<file path="config.mk">
export PLATFORM = sky130hd
export DESIGN_NAME = dvp_capture
export DESIGN_NICKNAME = d
export VERILOG_FILES = /design/src/rtl/dvp_capture.sv
export SDC_FILE = /design/constraint.sdc
export NUM_CORES = 1
export LEC_CHECK = 0
export CORE_ASPECT_RATIO = 1.1
export CORE_MARGIN = 5
export CORE_UTILIZATION = 45
export DETAILED_ROUTE_END_ITERATION = 7
export HOLD_SLACK_MARGIN = 0.12
export MAX_ROUTING_LAYER = met4
export PLACE_DENSITY = 0.77
export SYNTH_ARGS = -nofsm -noshare
export SYNTH_HDL_FRONTEND = slang
export SYNTH_SLANG_ARGS = --single-unit
</file>
<file path="constraint.sdc">
create_clock -name clk -period 5.1 [get_ports clk]
set_input_delay 0.765 -clock clk [delete_from_list [all_inputs] [get_ports clk]]
set_output_delay 0.765 -clock clk [all_outputs]
set_load 0.01 [all_outputs]
</file>
<file path="src/rtl/dvp_capture.sv">
// DVP receiver: registers the parallel camera bus, packs byte pairs into
// RGB565 pixels, and reports frame/line markers plus measured geometry.
module dvp_capture #(
  parameter bit VS_ACTIVE_HIGH = 1'b1,
  parameter bit HS_ACTIVE_HIGH = 1'b1,
  parameter bit MSB_FIRST      = 1'b1,
  parameter int CNT_W          = 12
) (
  input  logic             clk,
  input  logic             rst,
  input  logic             i_en,
  input  logic             i_vsync,
  input  logic             i_hsync,
  input  logic [7:0]       i_data,
  output logic [15:0]      o_pix_data,
  output logic             o_pix_valid,
  output logic             o_sof,
  output logic             o_eol,
  output logic             o_eof,
  output logic [CNT_W-1:0] o_line_width,
  output logic [CNT_W-1:0] o_frame_width,
  output logic [CNT_W-1:0] o_frame_height,
  output logic             o_err,
  output logic [7:0]       o_err_cnt,
  output logic             o_busy
);

  localparam logic [1:0] S_IDLE     = 2'd0;
  localparam logic [1:0] S_WAIT_GAP = 2'd1;
  localparam logic [1:0] S_ARMED    = 2'd2;
  localparam logic [1:0] S_CAPTURE  = 2'd3;

  localparam logic [CNT_W-1:0] CNT_ONE = 1;

  logic [1:0]       state, state_nxt;
  logic             vsync_r, hsync_r;
  logic [7:0]       data_r;
  logic             vs, hs, hs_q;
  logic             vs_d1, vs_d2, hs_q_d1, hs_q_d2;
  logic             capturing, hs_q_rise, vs_rise, line_end, frame_end;
  logic             phase, phase_eff, sof_pending;
  logic [7:0]       byte0;
  logic [CNT_W-1:0] pix_cnt, line_cnt;

  assign vs        = VS_ACTIVE_HIGH ? vsync_r : ~vsync_r;
  assign hs        = HS_ACTIVE_HIGH ? hsync_r : ~hsync_r;
  assign hs_q      = hs & vs;
  assign capturing = (state == S_CAPTURE);
  assign o_busy    = capturing;

  // Rising edges act on the live strobe; falling edges are taken one stage
  // later so line and frame ends are reported from the delayed pair.
  assign hs_q_rise = hs_q & ~hs_q_d1;
  assign vs_rise   = vs & ~vs_d1;
  assign line_end  = capturing & hs_q_d2 & ~hs_q_d1;
  assign frame_end = capturing & vs_d2 & ~vs_d1;
  assign phase_eff = hs_q_rise ? 1'b0 : phase;

  always_comb begin
    state_nxt = state;
    case (state)
      S_IDLE:     if (i_en) state_nxt = S_WAIT_GAP;
      S_WAIT_GAP: if (!i_en) state_nxt = S_IDLE;
                  else if (!vs) state_nxt = S_ARMED;
      S_ARMED:    if (!i_en) state_nxt = S_IDLE;
                  else if (vs_rise) state_nxt = S_CAPTURE;
      S_CAPTURE:  if (frame_end) state_nxt = i_en ? S_ARMED : S_IDLE;
      default:    state_nxt = S_IDLE;
    endcase
  end

  // NOTE: every register below uses non-blocking assignment so each edge
  // sees the previous cycle's values, which the edge detectors depend on.
  always_ff @(posedge clk or posedge rst) begin
    if (rst) begin
      state          <= S_IDLE;
      vsync_r        <= 1'b0;
      hsync_r        <= 1'b0;
      data_r         <= '0;
      vs_d1          <= 1'b0;
      vs_d2          <= 1'b0;
      hs_q_d1        <= 1'b0;
      hs_q_d2        <= 1'b0;
      phase          <= 1'b0;
      sof_pending    <= 1'b0;
      byte0          <= '0;
      pix_cnt        <= '0;
      line_cnt       <= '0;
      o_pix_data     <= '0;
      o_pix_valid    <= 1'b0;
      o_sof          <= 1'b0;
      o_eol          <= 1'b0;
      o_eof          <= 1'b0;
      o_line_width   <= '0;
      o_frame_width  <= '0;
      o_frame_height <= '0;
      o_err          <= 1'b0;
      o_err_cnt      <= '0;
    end else begin
      vsync_r     <= i_vsync;
      hsync_r     <= i_hsync;
      data_r      <= i_data;
      vs_d1       <= vs;
      vs_d2       <= vs_d1;
      hs_q_d1     <= hs_q;
      hs_q_d2     <= hs_q_d1;
      state       <= state_nxt;
      o_pix_valid <= 1'b0;
      o_sof       <= 1'b0;
      o_eol       <= 1'b0;
      o_eof       <= 1'b0;
      o_err       <= 1'b0;

      if (!capturing) begin
        phase       <= 1'b0;
        pix_cnt     <= '0;
        line_cnt    <= '0;
        sof_pending <= 1'b1;
      end else begin
        if (line_end) begin
          o_eol        <= 1'b1;
          o_line_width <= pix_cnt;
          pix_cnt      <= '0;
          line_cnt     <= line_cnt + CNT_ONE;
          phase        <= 1'b0;
          if (phase) begin
            o_err <= 1'b1;
            if (o_err_cnt != 8'hFF) o_err_cnt <= o_err_cnt + 8'd1;
          end
        end

        // A new line may start on the same edge an old one is retired, so
        // the packing update is written after the line-end clear.
        if (hs_q) begin
          if (!phase_eff) begin
            byte0 <= data_r;
            phase <= 1'b1;
          end else begin
            phase       <= 1'b0;
            o_pix_valid <= 1'b1;
            o_pix_data  <= MSB_FIRST ? {byte0, data_r} : {data_r, byte0};
            pix_cnt     <= pix_cnt + CNT_ONE;
            o_sof       <= sof_pending;
            sof_pending <= 1'b0;
          end
        end

        if (frame_end) begin
          o_eof          <= 1'b1;
          o_frame_width  <= line_end ? pix_cnt : o_line_width;
          o_frame_height <= line_end ? line_cnt + CNT_ONE : line_cnt;
          line_cnt       <= '0;
        end
      end
    end
  end

endmodule

</file>
==> results.json, run 1 <==
{
  "diodes": 0,
  "drc": 0,
  "path_cells": "nand2_2 > clkinv_1 > clkdlybuf4s50_1",
  "tns_ps": 0,
  "yosysMostFrequentCell": "dfrtp_1",
  "maxCapViolations": 0,
  "synth_seq_cells": 115,
  "fin_skew_ps": 7.34,
  "crit_buf_inv": 2,
  "clock_latency_ps": 500,
  "area_delta_synth_final_pct": 32.4,
  "synth-edff-count": 0,
  "grt_pass1_wl_mm": 15.7,
  "gp_congestion": 0.879,
  "grt_overflow": 0,
  "setup_viol": 0,
  "drv_slew": 0,
  "synth_common_cells": "115 x dfrtp_1, 63 x nand2_1, 38 x mux2_2",
  "status": "complete, no violations",
  "grt_pass1_vias": 3197,
  "hold_class": "reg -> reg",
  "antenna_found_initial": 0,
  "post_drt_via_cell_ratio": 5.20,
  "cp-end-kind": "output pin",
  "avgRoutedWirePerCell_microns": 15.2,
  "first_pass_iters": 4,
  "startpoint_type": "flip-flop",
  "die_y_microns": 115,
  "final_cell_area_sq_um": 6000,
  "num_rows": 38,
  "syn_nets": 388,
  "core_sq_um": 9840,
  "synth_flop_cell": "dfrtp_1",
  "placed_cell_area_sq_um": 5420,
  "vdd_drop_max_mv": 0.272,
  "cts_setup_buffers": 0,
  "register_area_sq_um": 2880,
  "syn_area_sq_um": 4530,
  "grt_use_total_pct": 16.8,
  "start_util_pct": 46.0,
  "seq_area_frac_synth_pct": 63.6,
  "syn_inst": 372,
  "ys_types": 46,
  "boundaryPins": 79,
  "grt_max_degree": 75,
  "clock_sinks": 115,
  "dr_total_vias": 3089,
  "antenna_left": 0,
  "max_freq_mhz": 362,
  "clkTransAtPathRegs_ps": 50,
  "yosys_warnings": 0,
  "place_hpwl_mm": 6.27,
  "worstMarginPinSlew_ps": 959,
  "wl_mm": 9.05,
  "synth_top_cell_by_area": "dfrtp_1",
  "power_density_nw_per_um2": 367,
  "multi_input_area_sq_um": 1560,
  "hold_viol": 0,
  "cts_tree": "yes",
  "fillCellCount": 810,
  "path_max_fanout": 10,
  "grt_setup_unrepaired": "false",
  "slew_headroom_pct": 36.0,
  "drive_gt1_share_pct": 17.9,
  "die_area_sq_um": 12200,
  "htreeDepth": 4,
  "async_reset_ff_share_pct": 100,
  "postCtsHoldBufs": 0,
  "drt_iter0_markers": 148,
  "yosys.area.top_type_share_pct": 63.6,
  "clock-root-buffer": "clkbuf_8",
  "fin_crit_sh_pct": 54.2,
  "leakage_nw": 2.69,
  "worstSetupPathType": "reg -> out",
  "die_w_microns": 106,
  "syn_area_per_cell_sq_um": 12.2,
  "fin_crit_ps": 2760,
  "portBuffers": 78,
  "synth.area.top_cells": "dfrtp_1 64%, mux2_2 9.5%, nand2_1 5.2%, xnor2_1 2.7%, nor2_1 2.1%",
  "numCtsBuffers": 17,
  "worst_ep_arrival_time_ps": 2000,
  "critical-path-top-delay-family": "buffers and inverters",
  "clockBufferDepth": 2,
  "cts-resized-gates": 0,
  "cp_slowest_cell": "clkdlybuf4s50_1",
  "worstPathRequired_ps": 4340,
  "cpPeakStageDelay_ps": 570,
  "fin_nets": 477
}
-- path summary, 6_finish.rpt --
check	cells past startpoint	slack [ps]	from	to
min in group asynchronous	2	800	rst	o_frame_height[3]$_DFFE_PP0P_
min reg2reg	0	430	vs_d1$_DFF_PP0_	vs_d2$_DFF_PP0_
max in group asynchronous	3	3230	rst	o_pix_data[14]$_DFFE_PP0P_
max reg2reg	3	3010	hs_q_d1$_DFF_PP0_	o_pix_data[11]$_DFFE_PP0P_
max	3	2340	state[0]$_DFFE_PP0P_	o_busy
min	0	430	vs_d1$_DFF_PP0_	vs_d2$_DFF_PP0_
-- placed cells by master (no fill, tap or decap), types with 2 or more instances in the layout --
cell,synthesis,final
nor4_2,4,4
mux2_2,38,38
dfrtp_1,115,115
bufinv_16,0,2
nand2b_1,3,3
xnor2_1,14,14
nor3_1,6,6
and3_1,4,4
clkinv_2,0,4
clkdlybuf4s50_1,0,78
clkinv_4,0,2
o21ai_1,6,6
inv_1,7,6
mux2i_1,2,2
o31ai_1,3,3
a31oi_1,2,2
a21oi_1,5,5
clkinvlp_4,0,5
and2_1,2,2
nor2_1,25,25
buf_4,1,2
nand3_1,12,12
nand2_1,63,63
o21ai_0,12,12
ha_1,3,3
clkbuf_8,0,3
xor2_1,5,5
nand4_1,11,11
clkbuf_16,0,16
-- metrics by stage --
| step | instances | setup WS, ps | power, W | util (%) | hold WS [ps] |
|---|---|---|---|---|---|
| 2_1_floorplan | 372 | 1290 | 0.00106 | - | 367 |
| 3_3_place_gp | 562 | 2670 | 0.00109 | 55.1 | 381 |
| 3_5_place_dp | 562 | 2640 | 0.00110 | 55.1 | 400 |
| 4_1_cts | 594 | 2310 | 0.00223 | 60.9 | 432 |
| 5_1_grt | 594 | 2230 | 0.00229 | 60.9 | 449 |
| 6_report | 594 | 2340 | 0.00220 | 60.9 | 430 |
-- logic make-up after synthesis --
logic type / count (synthesis) / share of synthesized area [%]
DFF: 115 / 63.6
buffers and inverters: 19 / 1.99
adders and majority gates: 3 / 0.829
AOI/OAI and AO/OA: 34 / 4.39
muxes: 40 / 9.89
and+or+nand+nor: 142 / 15.6
xor gates and xnor gates: 19 / 3.68
-- worst register-to-register path, cell delays in order (launching register included) --
cell	delay [ps]
dfrtp_1	460
nand4_2	270
nor2_2	810
mux2_2	440
-- flip-flops by register name, indices dropped and copies added, names as in the netlist, 2 cells and up --
register	cells
pix_cnt	12
line_cnt	12
o_err_cnt	8
o_frame_width	12
o_pix_data	16
byte0	8
state	2
o_frame_height	12
data_r	8
o_line_width	12
-- final cells by class --
| type | instances | share of cell area [%] |
|---|---|---|
| clock buffers | 19 | 7.37 |
| clock inverters | 13 | 2.25 |
| inverters | 9 | 0.605 |
| multi-input cells | 238 | 26.0 |
| flip-flops and latches | 115 | 48.0 |
| well taps | 120 | 2.50 |
| repair buffers | 80 | 13.3 |
-- routing by layer --
metal	wire [microns]	vias to the layer above	track usage, %
met2	4640	76	26.9
li1	-	1465	-
met4	125	0	7.17
met3	408	12	4.38
met5	0	-	-
met1	3870	1536	20.4
-- power by group --
part           internal (W)  leakage (nW)  switching (W)  total (W)
Sequential         0.000956          1.56      0.0000269   0.000983
Combinational     0.0000480         0.862      0.0000539   0.000102
Clock              0.000716         0.272       0.000400    0.00112
Total               0.00172          2.69       0.000481    0.00220
Power figures use the tool's default switching activity.
==> run 2: changes to the inputs <==
--- a/config.mk
+++ b/config.mk
@@ -11,7 +11,7 @@
 export DETAILED_ROUTE_END_ITERATION = 7
 export HOLD_SLACK_MARGIN = 0.12
 export MAX_ROUTING_LAYER = met4
-export PLACE_DENSITY = 0.77
+export PLACE_DENSITY = 0.79
 export SYNTH_ARGS = -nofsm -noshare
 export SYNTH_HDL_FRONTEND = slang
 export SYNTH_SLANG_ARGS = --single-unit
==> constraint.sdc (replaced) <==
create_clock -name clk -period 2.2 [get_ports clk]
set_input_delay 0.33 -clock clk [delete_from_list [all_inputs] [get_ports clk]]
set_output_delay 0.33 -clock clk [all_outputs]
set_load 0.01 [all_outputs]
==> results.json, run 2 (same netlist as run 1, synthesis figures left out) <==
{
  "place_hpwl_mm": 6.31,
  "maxCapViolations": 0,
  "grt_pass1_vias": 3290,
  "clock_latency_ps": 510,
  "fin_cells": 599,
  "tns_ps": 0,
  "grt_use_total_pct": 17.0,
  "cts_tree": "yes",
  "portBuffers": 78,
  "fin_nets": 482,
  "top_register": "o_pix_data",
  "drc": 0,
  "numCtsBuffers": 17,
  "first_pass_iters": 4,
  "num_rows": 38,
  "drv_slew": 0,
  "worst_ep_arrival_time_ps": 1770,
  "final_cell_mix": "113 x dfrtp_1, 78 x clkdlybuf4s50_1, 63 x nand2_1",
  "vdd_drop_max_mv": 0.631,
  "clock-root-buffer": "clkbuf_8",
  "fin_skew_ps": 7.37,
  "r2r_cells": 5,
  "worstMarginPinSlew_ps": 503,
  "cp-end-kind": "output pin",
  "leakage_nw": 2.71,
  "avgRoutedWirePerCell_microns": 15.4,
  "placed_cells": 567,
  "path_max_fanout": 10,
  "final_common_cell": "dfrtp_1",
  "clock_sinks": 115,
  "hold_viol": 0,
  "startpoint_type": "flip-flop",
  "worstPathRequired_ps": 1870,
  "fin_crit_sh_pct": 95.5,
  "grt_setup_unrepaired": "false",
  "hold_class": "in -> async",
  "boundaryPins": 79,
  "dp_slack_ps": 404,
  "slew_headroom_pct": 66.2,
  "post_drt_via_cell_ratio": 5.16,
  "worstSetupPathType": "reg -> out",
  "power_density_nw_per_um2": 842,
  "antenna_left": 0,
  "largest_reg_flops": 16,
  "drive_gt1_share_pct": 19.2,
  "diodes": 0,
  "final_core_utilization_pct": 61.5,
  "grt_pass1_wl_mm": 15.8,
  "area_delta_synth_final_pct": 33.8,
  "dr_total_vias": 3089,
  "multi_input_area_sq_um": 1560,
  "postCtsHoldBufs": 0,
  "start_util_pct": 46.0,
  "fillCellCount": 764,
  "grt_overflow": 0,
  "core_sq_um": 9840,
  "register_area_sq_um": 2880,
  "die_y_microns": 115,
  "clockBufferDepth": 2,
  "die_w_microns": 106,
  "drt_iter0_markers": 202,
  "grt_max_degree": 57,
  "max_freq_mhz": 476,
  "wl_mm": 9.21,
  "setup_viol": 0,
  "fin_crit_ps": 2100,
  "gp_congestion": 0.821,
  "status": "complete, no violations",
  "setup_ws_ps": 98.1,
  "die_area_sq_um": 12200,
  "htreeDepth": 4,
  "clkTransAtPathRegs_ps": 60,
  "antenna_found_initial": 0
}
-- run 2: changes by cell type in the layout (fill, tap and decap cells not counted), sizes merged --
cell | previous run | this run
clkinv | 7 | 4
clkinvlp | 5 | 8
buf | 2 | 7
-- run 2: routing by layer --
metal | part of all wire [%] | track usage (%) | vias up
li1 | - | - | 1467
met1 | 42 | 19.5 | 1540
met2 | 52 | 28.1 | 73
met3 | 4.4 | 5.28 | 9
met4 | 1.2 | 6.74 | 0
met5 | 0 | - | -
-- run 2: what timing repair did --
| item | in CTS | in global routing |
|---|---|---|
| gates resized for setup | 1 | 3 |
| buffers inserted | 0 | 0 |
| setup endpoints to repair | 1 | 1 |
| endpoints found under the hold margin | 0 | 0 |
-- run 2: worst paths after layout --
kind,startpoint,end,slack (ps)
max,state[0]$_DFFE_PP0P_,o_busy,100
min,rst,o_frame_height[7]$_DFFE_PP0P_,170
max reg2reg,o_err_cnt[1]$_DFFE_PP0P_,o_err_cnt[1]$_DFFE_PP0P_,480
min reg2reg,vs_d1$_DFF_PP0_,vs_d2$_DFF_PP0_,410
max in group asynchronous,rst,vs_d1$_DFF_PP0_,1420
min in group clk,i_data[3],data_r[3]$_DFF_PP0_,250
-- run 2: power breakdown --
group / switching, W / total, W / leakage (nW) / internal, W
clock network: 0.000941 / 0.00257 / 0.258 / 0.00163
logic: 0.000128 / 0.000248 / 0.894 / 0.000120
registers: 0.0000611 / 0.00228 / 1.55 / 0.00222
-- run 2: layout make-up --
class	count	area share (%)
repair buffers	85	14.2
inverters	9	0.661
multi-input cells	238	25.7
well taps	120	2.48
clock buffers	19	7.13
flip-flops and latches	115	47.6
clock inverters	13	2.25
-- run 2: per-stage QoR --
step                area (sq um)  hold WS [ps]  total power, W
CTS                         6050           164         0.00514
floorplan                   4530           361         0.00246
global placement            5480           386         0.00255
global route                6060           203         0.00529
detailed placement          5480           397         0.00256
finish                      6060           168         0.00510
-- run 2: critical path, stage by stage (launching register included) --
cell and delay (ps):
dfrtp_2 420, nand2_2 150, inv_4 140, clkdlybuf4s50_1 550
==> run 3: changes to the inputs <==
--- a/config.mk
+++ b/config.mk
@@ -5,13 +5,14 @@
 export SDC_FILE = /design/constraint.sdc
 export NUM_CORES = 1
 export LEC_CHECK = 0
+export CAP_MARGIN = 20
 export CORE_ASPECT_RATIO = 1.1
 export CORE_MARGIN = 5
 export CORE_UTILIZATION = 45
 export DETAILED_ROUTE_END_ITERATION = 7
 export HOLD_SLACK_MARGIN = 0.12
 export MAX_ROUTING_LAYER = met4
-export PLACE_DENSITY = 0.79
+export PLACE_DENSITY = 0.77
 export SYNTH_ARGS = -nofsm -noshare
 export SYNTH_HDL_FRONTEND = slang
 export SYNTH_SLANG_ARGS = --single-unit
==> constraint.sdc (replaced) <==
create_clock -name clk -period 1.95 [get_ports clk]
set_input_delay 0.2925 -clock clk [delete_from_list [all_inputs] [get_ports clk]]
set_output_delay 0.2925 -clock clk [all_outputs]
set_load 0.01 [all_outputs]
==> results.json, run 3 (same netlist as run 1, synthesis figures left out) <==
{
  "crit_buf_inv": 1,
  "fin_nets": 483,
  "die_area_sq_um": 12200,
  "grt_overflow": 0,
  "hold_class": "in -> reg",
  "fin_crit_ps": 1860,
  "htreeDepth": 4,
  "wl_mm": 9.08,
  "core_sq_um": 9840,
  "first_pass_iters": 4,
  "critical-path-top-delay-family": "buffers and inverters",
  "vdd_drop_max_mv": 0.696,
  "start_util_pct": 46.0,
  "die_y_microns": 115,
  "placed_cells": 568,
  "drc": 0,
  "fin_skew_ps": 8.74,
  "boundaryPins": 79,
  "gp_congestion": 0.871,
  "area_delta_synth_final_pct": 33.8,
  "drv_slew": 0,
  "hold_depth": 1,
  "power_density_nw_per_um2": 951,
  "cpPeakStageDelay_ps": 600,
  "grt_pass1_wl_mm": 15.5,
  "status": "complete, no violations",
  "top_register": "o_pix_data",
  "clock_sinks": 115,
  "numCtsBuffers": 17,
  "drt_iter0_markers": 134,
  "drive_gt1_share_pct": 19.4,
  "worstPathRequired_ps": 1660,
  "cts_tree": "yes",
  "tns_ps": 0,
  "final_common_cell": "dfrtp_1",
  "cp_slowest_cell": "clkdlybuf4s50_1",
  "cts_setup_buffers": 0,
  "dr_total_vias": 3077,
  "grt_setup_unrepaired": "false",
  "antenna_found_initial": 0,
  "place_hpwl_mm": 6.41,
  "grt_use_total_pct": 16.5,
  "diodes": 0,
  "clockBufferDepth": 2,
  "r2r_cells": 5,
  "avgRoutedWirePerCell_microns": 15.1,
  "clkTransAtPathRegs_ps": 60,
  "fillCellCount": 778,
  "path_max_fanout": 8,
  "r2r_start": "o_err_cnt[0]$_DFFE_PP0P_",
  "die_w_microns": 106,
  "fin_crit_sh_pct": 95.6,
  "final_cell_mix": "113 x dfrtp_1, 77 x clkdlybuf4s50_1, 63 x nand2_1",
  "antenna_left": 0,
  "largest_reg_flops": 16,
  "path_cells": "clkdlybuf4s50_1",
  "r2r_end": "o_err_cnt[1]$_DFFE_PP0P_",
  "portBuffers": 78,
  "cp-end-kind": "output pin",
  "fin_cells": 600,
  "startpoint_type": "flip-flop",
  "maxCapViolations": 0,
  "clock-root-buffer": "clkbuf_8",
  "min_from": "i_data[2]",
  "worstHoldEndpoint": "data_r[2]$_DFF_PP0_",
  "clock_latency_ps": 510,
  "worstSetupPathType": "reg -> out",
  "post_drt_via_cell_ratio": 5.13,
  "leakage_nw": 2.73,
  "hold_ws_ps": 224,
  "worst_ep_arrival_time_ps": 1570,
  "num_rows": 38,
  "grt_pass1_vias": 3175,
  "setup_viol": 0,
  "grt_max_degree": 74,
  "worstMarginPinSlew_ps": 563,
  "hold_viol": 0,
  "slew_headroom_pct": 62.2,
  "max_freq_mhz": 536,
  "rrSetupSlack_ps": 230
}
## run 3: cell types whose count changed in the layout (fill, tap and decap cells not counted), sizes merged
cell and delta:
clkinv +3, buf +1, clkinvlp -3, inv +2
clkbuf -2, clkdlybuf4s50 -1, dlygate4sd2 +1
## run 3: what timing repair did
| item | in CTS | in global routing |
|---|---|---|
| endpoints found under the hold margin | 0 | 0 |
| resized for setup | 4 | 0 |
| hold buffers | 0 | 0 |
| setup endpoints to repair | 1 | 0 |
## run 3: area by class of cell
class	count	area (sq um)	share of cell area, %
Inverter	9	37.5	0.620
Multi-Input combinational cell	238	1560	25.8
Clock buffer	17	414	6.84
Clock inverter	15	158	2.60
Timing Repair Buffer	86	852	14.1
Tap cell	120	150	2.48
Sequential cell	115	2880	47.6
## run 3: stage by stage
stage | setup slack (ps) | power, W | util, % | instance area, sq um
3_5_place_dp | 226 | 0.00290 | 55.7 | 5480
5_1_grt | 2.01 | 0.00600 | 61.5 | 6060
6_report | 85.6 | 0.00576 | 61.5 | 6060
3_3_place_gp | 284 | 0.00288 | 55.7 | 5480
2_1_floorplan | 258 | 0.00278 | - | 4530
4_1_cts | 45.1 | 0.00583 | 61.5 | 6060
## run 3: routing by layer
layer  GRT usage, %  vias up  wire length, microns
li1               -     1477                     -
met1           20.2     1514                  3930
met2           26.7       79                  4680
met3           4.32        7                   383
met4           5.96        0                    85
met5              -        -                     0
## run 3: worst max path at each step
stage	from	to	slack (ps)	cells past startpoint
after floorplan	rst	byte0[0]$_DFFE_PP0P_	260	1
after global placement	state[0]$_DFFE_PP0P_	byte0[6]$_DFFE_PP0P_	280	5
after detailed placement	state[0]$_DFFE_PP0P_	o_frame_height[6]$_DFFE_PP0P_	230	6
after CTS	o_err_cnt[2]$_DFFE_PP0P_	o_err_cnt[2]	50	1
after global routing	o_err_cnt[2]$_DFFE_PP0P_	o_err_cnt[2]	2	1
final	o_err_cnt[2]$_DFFE_PP0P_	o_err_cnt[2]	90	1
## run 3: power by group
group	switching (W)	leakage, nW	internal, W
combinational	0.000143	0.904	0.000137
sequential	0.0000732	1.55	0.00250
clock	0.00108	0.271	0.00182
total	0.00130	2.73	0.00446
